$ cat config.mk
export PLATFORM = sky130hd
export DESIGN_NAME = enc_op_scheduler
export DESIGN_NICKNAME = d
export VERILOG_FILES = /design/src/rtl/enc_op_scheduler.sv
export SDC_FILE = /design/constraint.sdc
export NUM_CORES = 1
export LEC_CHECK = 0
export BUFFER_PORTS_ARGS = -buffer_cell sky130_fd_sc_hd__buf_2
export CORE_ASPECT_RATIO = 1.1
export CORE_UTILIZATION = 50
export CTS_CLUSTER_SIZE = 16
export DETAILED_ROUTE_END_ITERATION = 6
export PLACE_DENSITY_LB_ADDON = 0.1
export SLEW_MARGIN = 20
export SYNTH_ARGS = -nofsm -noshare
export SYNTH_HDL_FRONTEND = slang
export SYNTH_SLANG_ARGS = --single-unit
$ cat constraint.sdc
create_clock -name wb_clk_i -period 3.3 [get_ports wb_clk_i]
set_clock_uncertainty 0.1 [all_clocks]
set_input_delay 0.165 -clock wb_clk_i [delete_from_list [all_inputs] [get_ports wb_clk_i]]
set_output_delay 0.165 -clock wb_clk_i [all_outputs]
set_load 0.1 [all_outputs]
$ cat src/rtl/enc_op_scheduler.sv
// Instruction scheduler for the encryption datapath.
// Wishbone slave front end: instruction push register, status/sticky-clear
// register, and a pass-through ack for host SRAM accesses that is gated by
// SRAM ownership. Accepted instructions queue in a small FIFO and are handed
// to the datapath one at a time through a valid/ready + done handshake.
//
//   state    | meaning
//   ---------+-------------------------------------------------------------
//   ST_IDLE  | no operation in flight; pops the queue head when non-empty
//   ST_ISSUE | op_valid_o high, op_* held until the datapath takes it
//   ST_WAIT  | datapath owns SRAM and is executing; waits for op_done_i
module enc_op_scheduler #(
    parameter int          ADDR_WIDTH  = 10,
    parameter int          FIFO_DEPTH  = 4,
    parameter logic [31:0] OPCODE_ADDR = 32'h3000_0000,
    parameter logic [31:0] STATUS_ADDR = 32'h3000_0004
) (
    input  logic                  wb_clk_i,
    input  logic                  wb_rst_i,
    input  logic                  wbs_stb_i,
    input  logic                  wbs_cyc_i,
    input  logic                  wbs_we_i,
    input  logic [31:0]           wbs_adr_i,
    input  logic [31:0]           wbs_dat_i,
    output logic                  wbs_ack_o,
    output logic [31:0]           wbs_dat_o,
    output logic                  op_valid_o,
    input  logic                  op_ready_i,
    output logic [1:0]            op_code_o,
    output logic [ADDR_WIDTH-1:0] op_src0_o,
    output logic [ADDR_WIDTH-1:0] op_src1_o,
    output logic [ADDR_WIDTH-1:0] op_dst_o,
    input  logic                  op_done_i,
    output logic                  host_mem_grant_o,
    output logic                  busy_o
);

    localparam int INSTR_W = 2 + 3 * ADDR_WIDTH;
    localparam int PTR_W   = (FIFO_DEPTH > 1) ? $clog2(FIFO_DEPTH) : 1;
    localparam int CNT_W   = $clog2(FIFO_DEPTH + 1);
    localparam logic [CNT_W-1:0] DEPTH_C = CNT_W'(FIFO_DEPTH);

    typedef enum logic [1:0] {
        ST_IDLE  = 2'd0,
        ST_ISSUE = 2'd1,
        ST_WAIT  = 2'd2
    } state_t;

    state_t               state_q, state_d;

    logic                 req;
    logic                 hit_op;
    logic                 hit_st;
    logic                 hit_mem;
    logic                 accept;
    logic                 clr_ovf;
    logic                 clr_err;

    logic                 ack_q, ack_d;
    logic                 served_q, served_d;
    logic [31:0]          dat_q, dat_d;
    logic                 push_q, push_d;
    logic [INSTR_W-1:0]   push_word_q, push_word_d;

    logic                 push_rsvd;
    logic                 push_valid;
    logic                 fifo_wr;
    logic                 pop;
    logic                 fifo_full;
    logic                 fifo_empty;
    logic [31:0]          status_word;

    logic                 ovf_q, ovf_d;
    logic                 err_q, err_d;

    logic [INSTR_W-1:0]   mem_q [FIFO_DEPTH];
    logic [PTR_W-1:0]     wr_ptr_q, wr_ptr_d;
    logic [PTR_W-1:0]     rd_ptr_q, rd_ptr_d;
    logic [CNT_W-1:0]     count_q, count_d;

    logic [INSTR_W-1:0]   op_word_q, op_word_d;

    function automatic logic [PTR_W-1:0] ptr_inc(input logic [PTR_W-1:0] p);
        return (p == PTR_W'(FIFO_DEPTH - 1)) ? '0 : p + PTR_W'(1);
    endfunction

    assign fifo_full   = (count_q == DEPTH_C);
    assign fifo_empty  = (count_q == '0);
    assign status_word = {16'h0000, 8'(count_q), 3'b000, err_q, ovf_q,
                          busy_o, fifo_empty, fifo_full};

    // Decode the bus request; SRAM accesses are only taken while the host owns SRAM.
    always_comb begin
        req     = wbs_stb_i & wbs_cyc_i;
        hit_op  = (wbs_adr_i == OPCODE_ADDR);
        hit_st  = (wbs_adr_i == STATUS_ADDR);
        hit_mem = ~hit_op & ~hit_st;
        accept  = req & ~served_q & (~hit_mem | host_mem_grant_o);
    end

    // Bus response: one ack per request, read data only for the status register.
    // A push is carried into the ack cycle and lands in the queue at its end.
    always_comb begin
        ack_d       = accept;
        served_d    = req & (served_q | accept);
        push_d      = accept & wbs_we_i & hit_op;
        push_word_d = push_word_q;
        if (push_d) begin
            push_word_d = wbs_dat_i[INSTR_W-1:0];
        end
        dat_d = '0;
        if (accept & ~wbs_we_i & hit_st) begin
            dat_d = status_word;
        end
        clr_ovf = accept & wbs_we_i & hit_st & wbs_dat_i[3];
        clr_err = accept & wbs_we_i & hit_st & wbs_dat_i[4];
    end

    // Queue write and sticky flags; a pop in the same cycle frees room for a push.
    always_comb begin
        push_rsvd  = push_q & (push_word_q[1:0] == 2'b11);
        push_valid = push_q & ~push_rsvd;
        fifo_wr    = push_valid & (~fifo_full | pop);

        ovf_d = ovf_q;
        if (clr_ovf) begin
            ovf_d = 1'b0;
        end
        if (push_valid & fifo_full & ~pop) begin
            ovf_d = 1'b1;
        end

        err_d = err_q;
        if (clr_err) begin
            err_d = 1'b0;
        end
        if (push_rsvd) begin
            err_d = 1'b1;
        end
    end

    // Queue pointers and occupancy.
    always_comb begin
        wr_ptr_d = fifo_wr ? ptr_inc(wr_ptr_q) : wr_ptr_q;
        rd_ptr_d = pop ? ptr_inc(rd_ptr_q) : rd_ptr_q;
        count_d  = count_q;
        case ({fifo_wr, pop})
            2'b10:   count_d = count_q + CNT_W'(1);
            2'b01:   count_d = count_q - CNT_W'(1);
            default: count_d = count_q;
        endcase
    end

    // Dispatch FSM next state; popping loads the op_* holding register.
    always_comb begin
        state_d   = state_q;
        pop       = 1'b0;
        op_word_d = op_word_q;
        case (state_q)
            ST_IDLE: begin
                if (!fifo_empty) begin
                    pop       = 1'b1;
                    op_word_d = mem_q[rd_ptr_q];
                    state_d   = ST_ISSUE;
                end
            end
            ST_ISSUE: begin
                if (op_ready_i) begin
                    state_d = ST_WAIT;
                end
            end
            ST_WAIT: begin
                if (op_done_i) begin
                    state_d = ST_IDLE;
                end
            end
            default: state_d = ST_IDLE;
        endcase
    end

    // Queue storage needs no reset: an entry is only read after it was written.
    always_ff @(posedge wb_clk_i) begin
        if (fifo_wr) begin
            mem_q[wr_ptr_q] <= push_word_q;
        end
    end

    // Register update for bus, queue, flags and FSM.
    always_ff @(posedge wb_clk_i or negedge wb_rst_i) begin
        if (!wb_rst_i) begin
            state_q     <= ST_IDLE;
            ack_q       <= 1'b0;
            served_q    <= 1'b0;
            dat_q       <= '0;
            push_q      <= 1'b0;
            push_word_q <= '0;
            ovf_q       <= 1'b0;
            err_q       <= 1'b0;
            wr_ptr_q    <= '0;
            rd_ptr_q    <= '0;
            count_q     <= '0;
            op_word_q   <= '0;
        end else begin
            state_q     <= state_d;
            ack_q       <= ack_d;
            served_q    <= served_d;
            dat_q       <= dat_d;
            push_q      <= push_d;
            push_word_q <= push_word_d;
            ovf_q       <= ovf_d;
            err_q       <= err_d;
            wr_ptr_q    <= wr_ptr_d;
            rd_ptr_q    <= rd_ptr_d;
            count_q     <= count_d;
            op_word_q   <= op_word_d;
        end
    end

    assign wbs_ack_o        = ack_q;
    assign wbs_dat_o        = dat_q;
    assign op_valid_o       = (state_q == ST_ISSUE);
    assign busy_o           = (state_q == ST_ISSUE) | (state_q == ST_WAIT);
    assign host_mem_grant_o = (state_q == ST_IDLE) & fifo_empty;
    assign op_code_o        = op_word_q[1:0];
    assign op_src0_o        = op_word_q[2 +: ADDR_WIDTH];
    assign op_src1_o        = op_word_q[2 + ADDR_WIDTH +: ADDR_WIDTH];
    assign op_dst_o         = op_word_q[2 + 2 * ADDR_WIDTH +: ADDR_WIDTH];

endmodule

==> key figures, run 1 <==
Placed design
  – Setup WS pre-CTS: between 0.7 and 0.8 ns
  – Dpl cells: roughly 750
  – Port Buffers: about 110
  – GP Congestion: about 0.70
  – DP HPWL: a little under 9000 um

Clock network
  – CTS tree: done
  – CTS Sinks: approximately 210
  – Clock buffer depth: 3
  – # H-tree levels: 1
  – Root Buffer: clkbuf_16
  – Post-CTS sizing: 0
  – Reg clk slew, reported paths: roughly 0.060 ns
  – CTS buffer count: 21
  – Worst-skew pair later-pin latency: ~0.48 ns

Route
  – Via count: between 4000 and 5000
  – Drt initial violations: about 270
  – Via density per instance: 5.24
  – Drt first pass iters: 6
  – WL final: 14600 um
  – DR WL/cell: between 15 and 20 um
  – DRC errors left: 8
  – ANT nets after route: 0

Timing
  – Final hold viol count: 0
  – Tightest Pin Transition: between 0.8 and 0.9 ns
  – Setup WS post-layout: 0.754 ns
  – Setup TNS: 0 ns
  – Worst hold margin: 0.0613 ns
  – Slew HR: between 40% and 50%
  – Final slew viol count: 0
  – Unrepaired setup endpoints after global routing: no
  – Min Tclk post-route: roughly 2.5 ns
  – Tcrit/Tclk final: around 77%
  – Setup-failing EPs final: 0
  – Fmax: a little under 0.4 GHz

Layout
  – Non-Filler Instances: 821
  – Area grow syn2layout: 21.1%
  – Register area: ~6000 um^2
  – Fill count: between 1000 and 1500
  – Most common cell after layout, fill and taps aside: edfxtp_1
  – Diodes inserted: 0
  – Multi-input logic area: roughly 2100 um^2
  – Util after Layout: 61.7%
  – Share of cells above drive strength 1: 37.4%
  – Most frequent cells in the layout: edfxtp_1, buf_2, dfrtp_1, dlygate4sd3_1, mux2_2
  – Nets: just under 700

Worst setup path
  – Arr. time, crit path: roughly 2.6 ns
  – Kind of end point of the critical path: register
  – CP Max Fanout: 32
  – Startpoint Class: register
  – WP data required: between 3 and 4 ns
  – Critical path type: reg2reg

GRT
  – Overflow after GRT: 0
  – Largest net degree at the start of global routing: 67
  – Total track usage: about 18%
  – First-pass GRT wire length: ~23000 um
  – Vias in the first global route: roughly 4500
  – Initial antenna violation count: 0

Power and ir drop
  – VDD IR max: around 0.45 mV
  – Pwr dens: roughly 700 nW/um^2
  – Leak Pwr: 3.94 nW

Logic synthesis
  – Post-Synthesis Cells: between 400 and 500
  – Ys Warns: 0
  – #FFs+latches synth: between 200 and 250
  – Post-synthesis sequential area ratio: between 70 and 80%
  – Synth cell types: 39
  – Syn Std Cell Area: 8310 um^2
  – Synth Area per Inst: between 15 and 20 um^2

Outcome
  – Failing checks: DRC
  – Status: finished, violations left

Die
  – Die Area: around 17000 um^2
  – Initial Utilization: between 50% and 60%
  – Die H: 137 um
  – Row cnt: about 50
  – Io pins: approximately 140
  – Core ar.: approximately 16000 um^2
  – Die Wd: approximately 120 um

Run
  – Max-cap violations: 0

Hold path
  – Min-delay worst type: in2reg
## logic make-up (layout without fill, tap and decap cells)
| kind of cell | count (synthesis) | in the layout | synth area share (%) |
|---|---|---|---|
| buf+inv | 49 | 210 | 3.66 |
| other cells | 1 | 24 | 0.0451 |
| flops | 214 | 214 | 72.1 |
| compound gates | 14 | 14 | 1.29 |
| xor+xnor | 2 | 2 | 0.211 |
| simple gates | 43 | 43 | 3.18 |
| mux | 100 | 100 | 17.9 |
| fa+ha+maj | 10 | 10 | 1.60 |
## synthesized netlist by cell type (all sizes together)
| master | count | area share, % |
|---|---|---|
| ha | 9 | 1.4 |
| nor2 | 3 | 0.14 |
| mux2 | 67 | 9.1 |
| o41ai | 2 | 0.21 |
| mux4 | 32 | 8.7 |
| conb | 1 | 0.045 |
| nor3 | 3 | 0.18 |
| dfrtp | 86 | 26 |
| a221oi | 1 | 0.11 |
| nor4 | 9 | 0.86 |
| a21bo | 1 | 0.12 |
| and3 | 1 | 0.075 |
| xnor2 | 2 | 0.21 |
| nor4bb | 1 | 0.12 |
| nand2b | 2 | 0.15 |
| mux2i | 1 | 0.12 |
| inv | 10 | 0.45 |
| o311a | 1 | 0.12 |
| nand3 | 3 | 0.18 |
| a22oi | 1 | 0.090 |
| o21ba | 1 | 0.12 |
| a21o | 1 | 0.090 |
| o21ai | 2 | 0.12 |
| nand3b | 1 | 0.090 |
| a21oi | 1 | 0.060 |
| and2 | 12 | 0.90 |
| fa | 1 | 0.24 |
| clkbuf | 6 | 0.27 |
| nor2b | 2 | 0.15 |
| nand2 | 4 | 0.18 |
| buf | 33 | 2.9 |
| a31oi | 1 | 0.075 |
| o31ai | 2 | 0.18 |
| nand4 | 2 | 0.15 |
| edfxtp | 128 | 46 |
## power by group
group	leakage, nW	total [mW]	internal [mW]	switching (mW)
clock network	0.302	2.15	1.24	0.907
registers	2.07	3.04	2.98	0.0685
logic	1.57	1.75	0.280	1.47
total	3.94	6.95	4.50	2.45
## state kept, by name, indices dropped and copies added, names as in the netlist
| register | count |
|---|---|
| push_q | 1 |
| push_word_q | 32 |
| state_q | 2 |
| err_q | 1 |
| wr_ptr_q | 2 |
| wbs_dat_o | 8 |
| rd_ptr_q | 2 |
| wbs_ack_o | 1 |
| count_q | 3 |
| op_word_q | 32 |
| mem_q | 128 |
| served_q | 1 |
| ovf_q | 1 |
## stage by stage
stage          area, um^2  power (mW)
2_1_floorplan        8400        4.57
3_3_place_gp         9070        4.81
3_5_place_dp         9070        4.82
4_1_cts             10100        7.02
5_1_grt             10100        7.18
6_report            10100        6.95
## repair_timing
action	CTS	global route
hold buffers	38	0
endpoints found under the hold margin	100	0
setup buffers	0	0
## path summary, 6_finish.rpt
check / startpoint / endpoint / slack [ns] / cells after the start
max reg2reg: state_q[1] / mem_q[3][21] / 0.75 / 6
min: wbs_adr_i[12] / push_q / 0.06 / 4
min in group asynchronous: wb_rst_i / op_word_q[15] / 0.26 / 2
min reg2reg: op_word_q[31] / op_word_q[31] / 0.40 / 1
max in group asynchronous: wb_rst_i / wbs_dat_o[2] / 2.12 / 3
max: state_q[1] / mem_q[3][21] / 0.75 / 6
## worst max-delay path: stages (launching register included)
cell	delay [ns]
dfrtp_1	0.40
inv_1	0.11
ha_1	0.27
inv_1	0.06
a31oi_1	0.55
and2_2	0.25
buf_4	0.44
## cell type report
class | count | share of cell area, %
Clock inverter | 9 | 0.647
Tap cell | 204 | 2.54
Multi-Input combinational cell | 193 | 21.0
Inverter | 10 | 0.373
Timing Repair Buffer | 164 | 10.4
Clock buffer | 27 | 5.45
Sequential cell | 214 | 59.6
## layer usage
| metal | share of wire, % | global-route usage (%) |
|---|---|---|
| met1 | 41 | 21.8 |
| met2 | 53 | 33.1 |
| met3 | 4.8 | 2.76 |
| met4 | 1.3 | 4.95 |
| met5 | 0 | 0 |
Power figures use the tool's default switching activity.
==> run 2: changes to the inputs <==
==> constraint.sdc (replaced) <==
create_clock -name wb_clk_i -period 2.4 [get_ports wb_clk_i]
set_clock_uncertainty 0.1 [all_clocks]
set_input_delay 0.12 -clock wb_clk_i [delete_from_list [all_inputs] [get_ports wb_clk_i]]
set_output_delay 0.12 -clock wb_clk_i [all_outputs]
set_load 0.1 [all_outputs]
==> run 2 against run 1 <==
  * The flow still finishes with violations (DRC)
  * Hold slack worse by 0.031 ns
  * Die area did not move
  * Wire length up 2.0%
  * Critical endpoint is now host_mem_grant_o
  * Core utilization grew 1.4 points
  * Global-route usage grew 0.45 points
  * Clock power up 53%
  * Sequential power increased by 38%
  * Non-clock buffer count increased by 6
  * Largest cell class unchanged
  * Highest routed layer unchanged
==> key figures, run 2 (synthesized netlist as in run 1, its figures left out) <==
Die
  – Core ar.: 16300 um^2 (unchanged)
  – Row cnt: 49 (unchanged)
  – Die Wd: 125 um (unchanged)
  – Die H: 137 um (unchanged)
  – Initial Utilization: 51.0% (unchanged)
  – Io pins: 139 (unchanged)
  – Die Area: 17100 um^2 (unchanged)

Power and ir drop
  – Pwr dens: 961 nW/um^2 (+39%)
  – Leak Pwr: 4.04 nW (+2.6%)
  – Pwr Total: 9.88 mW (+42%)
  – VDD IR max: 0.575 mV (+28%)

Route
  – Drt first pass iters: 7 (+1)
  – ANT nets after route: 0 (unchanged)
  – DRC errors left: 18 (+10)
  – Via count: 4279 (-0.58%)
  – WL final: 14900 um (+2.0%)
  – Via density per instance: 5.14 (-1.9%)
  – Drt initial violations: 239 (-10%)
  – DR WL/cell: 18.0 um (+0.62%)

Clock network
  – Post-CTS sizing: 0 (unchanged)
  – # H-tree levels: 1 (unchanged)
  – Clock buffer depth: 3 (unchanged)
  – CTS buffer count: 22 (+4.8%)
  – Reg clk slew, reported paths: 0.06 ns (about the same)
  – CTS tree: done
  – CTS Sinks: 214 (unchanged)
  – Root Buffer: clkbuf_16
  – Worst-skew pair later-pin latency: 0.49 ns (about the same)

Timing
  – Min Tclk post-route: approximately 2.2 ns
  – Tightest Pin Transition: 0.663 ns (-0.222 ns)
  – Slew HR: 55.8% (+15 points)
  – Setup-failing EPs final: 0 (unchanged)
  – Unrepaired setup endpoints after global routing: no
  – Worst hold margin: 0.0302 ns (-0.0311 ns)
  – Setup TNS: 0 ns (unchanged)
  – Setup WS post-layout: 0.199 ns (-0.555 ns)
  – Final slew viol count: 0 (unchanged)
  – Final hold viol count: 0 (unchanged)
  – Tcrit/Tclk final: between 90% and 100%
  – Fmax: 0.454 GHz

Layout
  – Most common cell after layout, fill and taps aside: edfxtp_1
  – Share of cells above drive strength 1: 38.4% (+1.0 points)
  – Nets: 692 (+1.0%)
  – Biggest regs: mem_q x128, op_word_q x32, push_word_q x32
  – Area grow syn2layout: 23.8%
  – Number of flip-flops under the largest register name: 128 (unchanged)
  – Most frequent cells in the layout: edfxtp_1, buf_2, dfrtp_1, dlygate4sd3_1, mux2_2
  – Non-Filler Instances: 832 (+1.3%)
  – Most flops, register: mem_q

Outcome
  – Status: finished, violations left
  – Failing checks: DRC

GRT
  – Vias in the first global route: 4510 (+0.53%)
  – Total track usage: 18.2% (+0.45 points)
  – Largest net degree at the start of global routing: 47 (-30%)
  – First-pass GRT wire length: 23700 um (+1.7%)
  – Overflow after GRT: 0 (unchanged)
  – Initial antenna violation count: 1 (+1)

Worst setup path
  – Kind of end point of the critical path: output port
  – Startpoint Class: register
  – R2R Setup Slk: 0.25 ns (-0.50 ns)
  – Critical path type: reg2out
  – R2R Path End: count_q[2]
  – CP Max Fanout: 4 (-88%)
  – WP data required: 2.18 ns (-1.13 ns)
  – Cell count of the worst reg-to-reg path: 9 (+3)
  – Worst flop-to-flop path startpoint: state_q[0]
  – Arr. time, crit path: 1.98 ns (-0.58 ns)

Placed design
  – GP Congestion: 0.705 (+0.70%)
  – Port Buffers: 114 (unchanged)
  – Setup WS pre-CTS: 0.201 ns (-0.499 ns)
  – DP HPWL: 9310 um (+4.3%)
  – Dpl cells: 752 (+0.67%)

Hold path
  – Hold path cells: 4 (unchanged)
  – Min-Delay Startpoint: op_done_i
  – Hold EP: state_q[1]
  – Min-delay worst type: in2reg

Run
  – Max-cap violations: 0 (unchanged)
[run 2: cell count changes in the layout (fill, tap and decap cells not counted), sizes merged]
cell	delta
buf	+5
clkbuf	+6
clkinv	-2
diode	+1
dlygate4sd3	+1
[run 2: power by group]
| group | total (mW) | leakage [nW] | switching (mW) | internal [mW] |
|---|---|---|---|---|
| Combinational | 2.41 | 1.62 | 2.02 | 0.386 |
| Sequential | 4.19 | 2.07 | 0.103 | 4.09 |
| Clock | 3.28 | 0.350 | 1.30 | 1.98 |
[run 2: repair_timing]
| item | CTS | global route |
|---|---|---|
| hold buffers | 39 | 0 |
| setup buffers | 0 | 0 |
| hold endpoints to repair | 81 | 0 |
[run 2: worst max-delay path by stage]
| stage | end | cells after the start | slack [ns] | start |
|---|---|---|---|---|
| after CTS | host_mem_grant_o | 4 | 0.17 | state_q[0] |
| final | host_mem_grant_o | 4 | 0.20 | state_q[0] |
| after global routing | host_mem_grant_o | 4 | 0.09 | state_q[1] |
| after detailed placement | push_word_q[21] | 6 | 0.20 | wbs_adr_i[30] |
| after global placement | push_word_q[16] | 6 | 0.21 | wbs_adr_i[30] |
| after floorplan | state_q[1] | 5 | 0.23 | state_q[0] |
[run 2: routing by layer]
layer	vias up	routed length, um	global-route usage, %
met5	-	0	0
met4	0	195	5.35
met3	16	645	2.83
met2	123	8060	34.1
met1	2167	6040	22.1
li1	1973	-	-
[run 2: critical path, cell delays in order, from the launching register on]
cell and delay, ns:
dfrtp_1 0.40, inv_1 0.12, ha_1 0.27, and2_1 0.25, buf_2 0.46
[run 2: layout make-up]
type / count / area (um^2)
Multi-Input combinational cell: 193 / 2120
Inverter: 10 / 37.5
Clock inverter: 7 / 56.3
Tap cell: 204 / 255
Timing Repair Buffer: 170 / 1170
Sequential cell: 214 / 6000
Clock buffer: 33 / 653
Antenna cell: 1 / 2.50
Fill cell: 1196 / 6020
[run 2: per-stage QoR]
step / utilization [%] / instance area (um^2)
2_1_floorplan: - / 8400
3_3_place_gp: 56.3 / 9180
3_5_place_dp: 56.3 / 9180
4_1_cts: 63.1 / 10300
5_1_grt: 63.1 / 10300
6_report: 63.1 / 10300
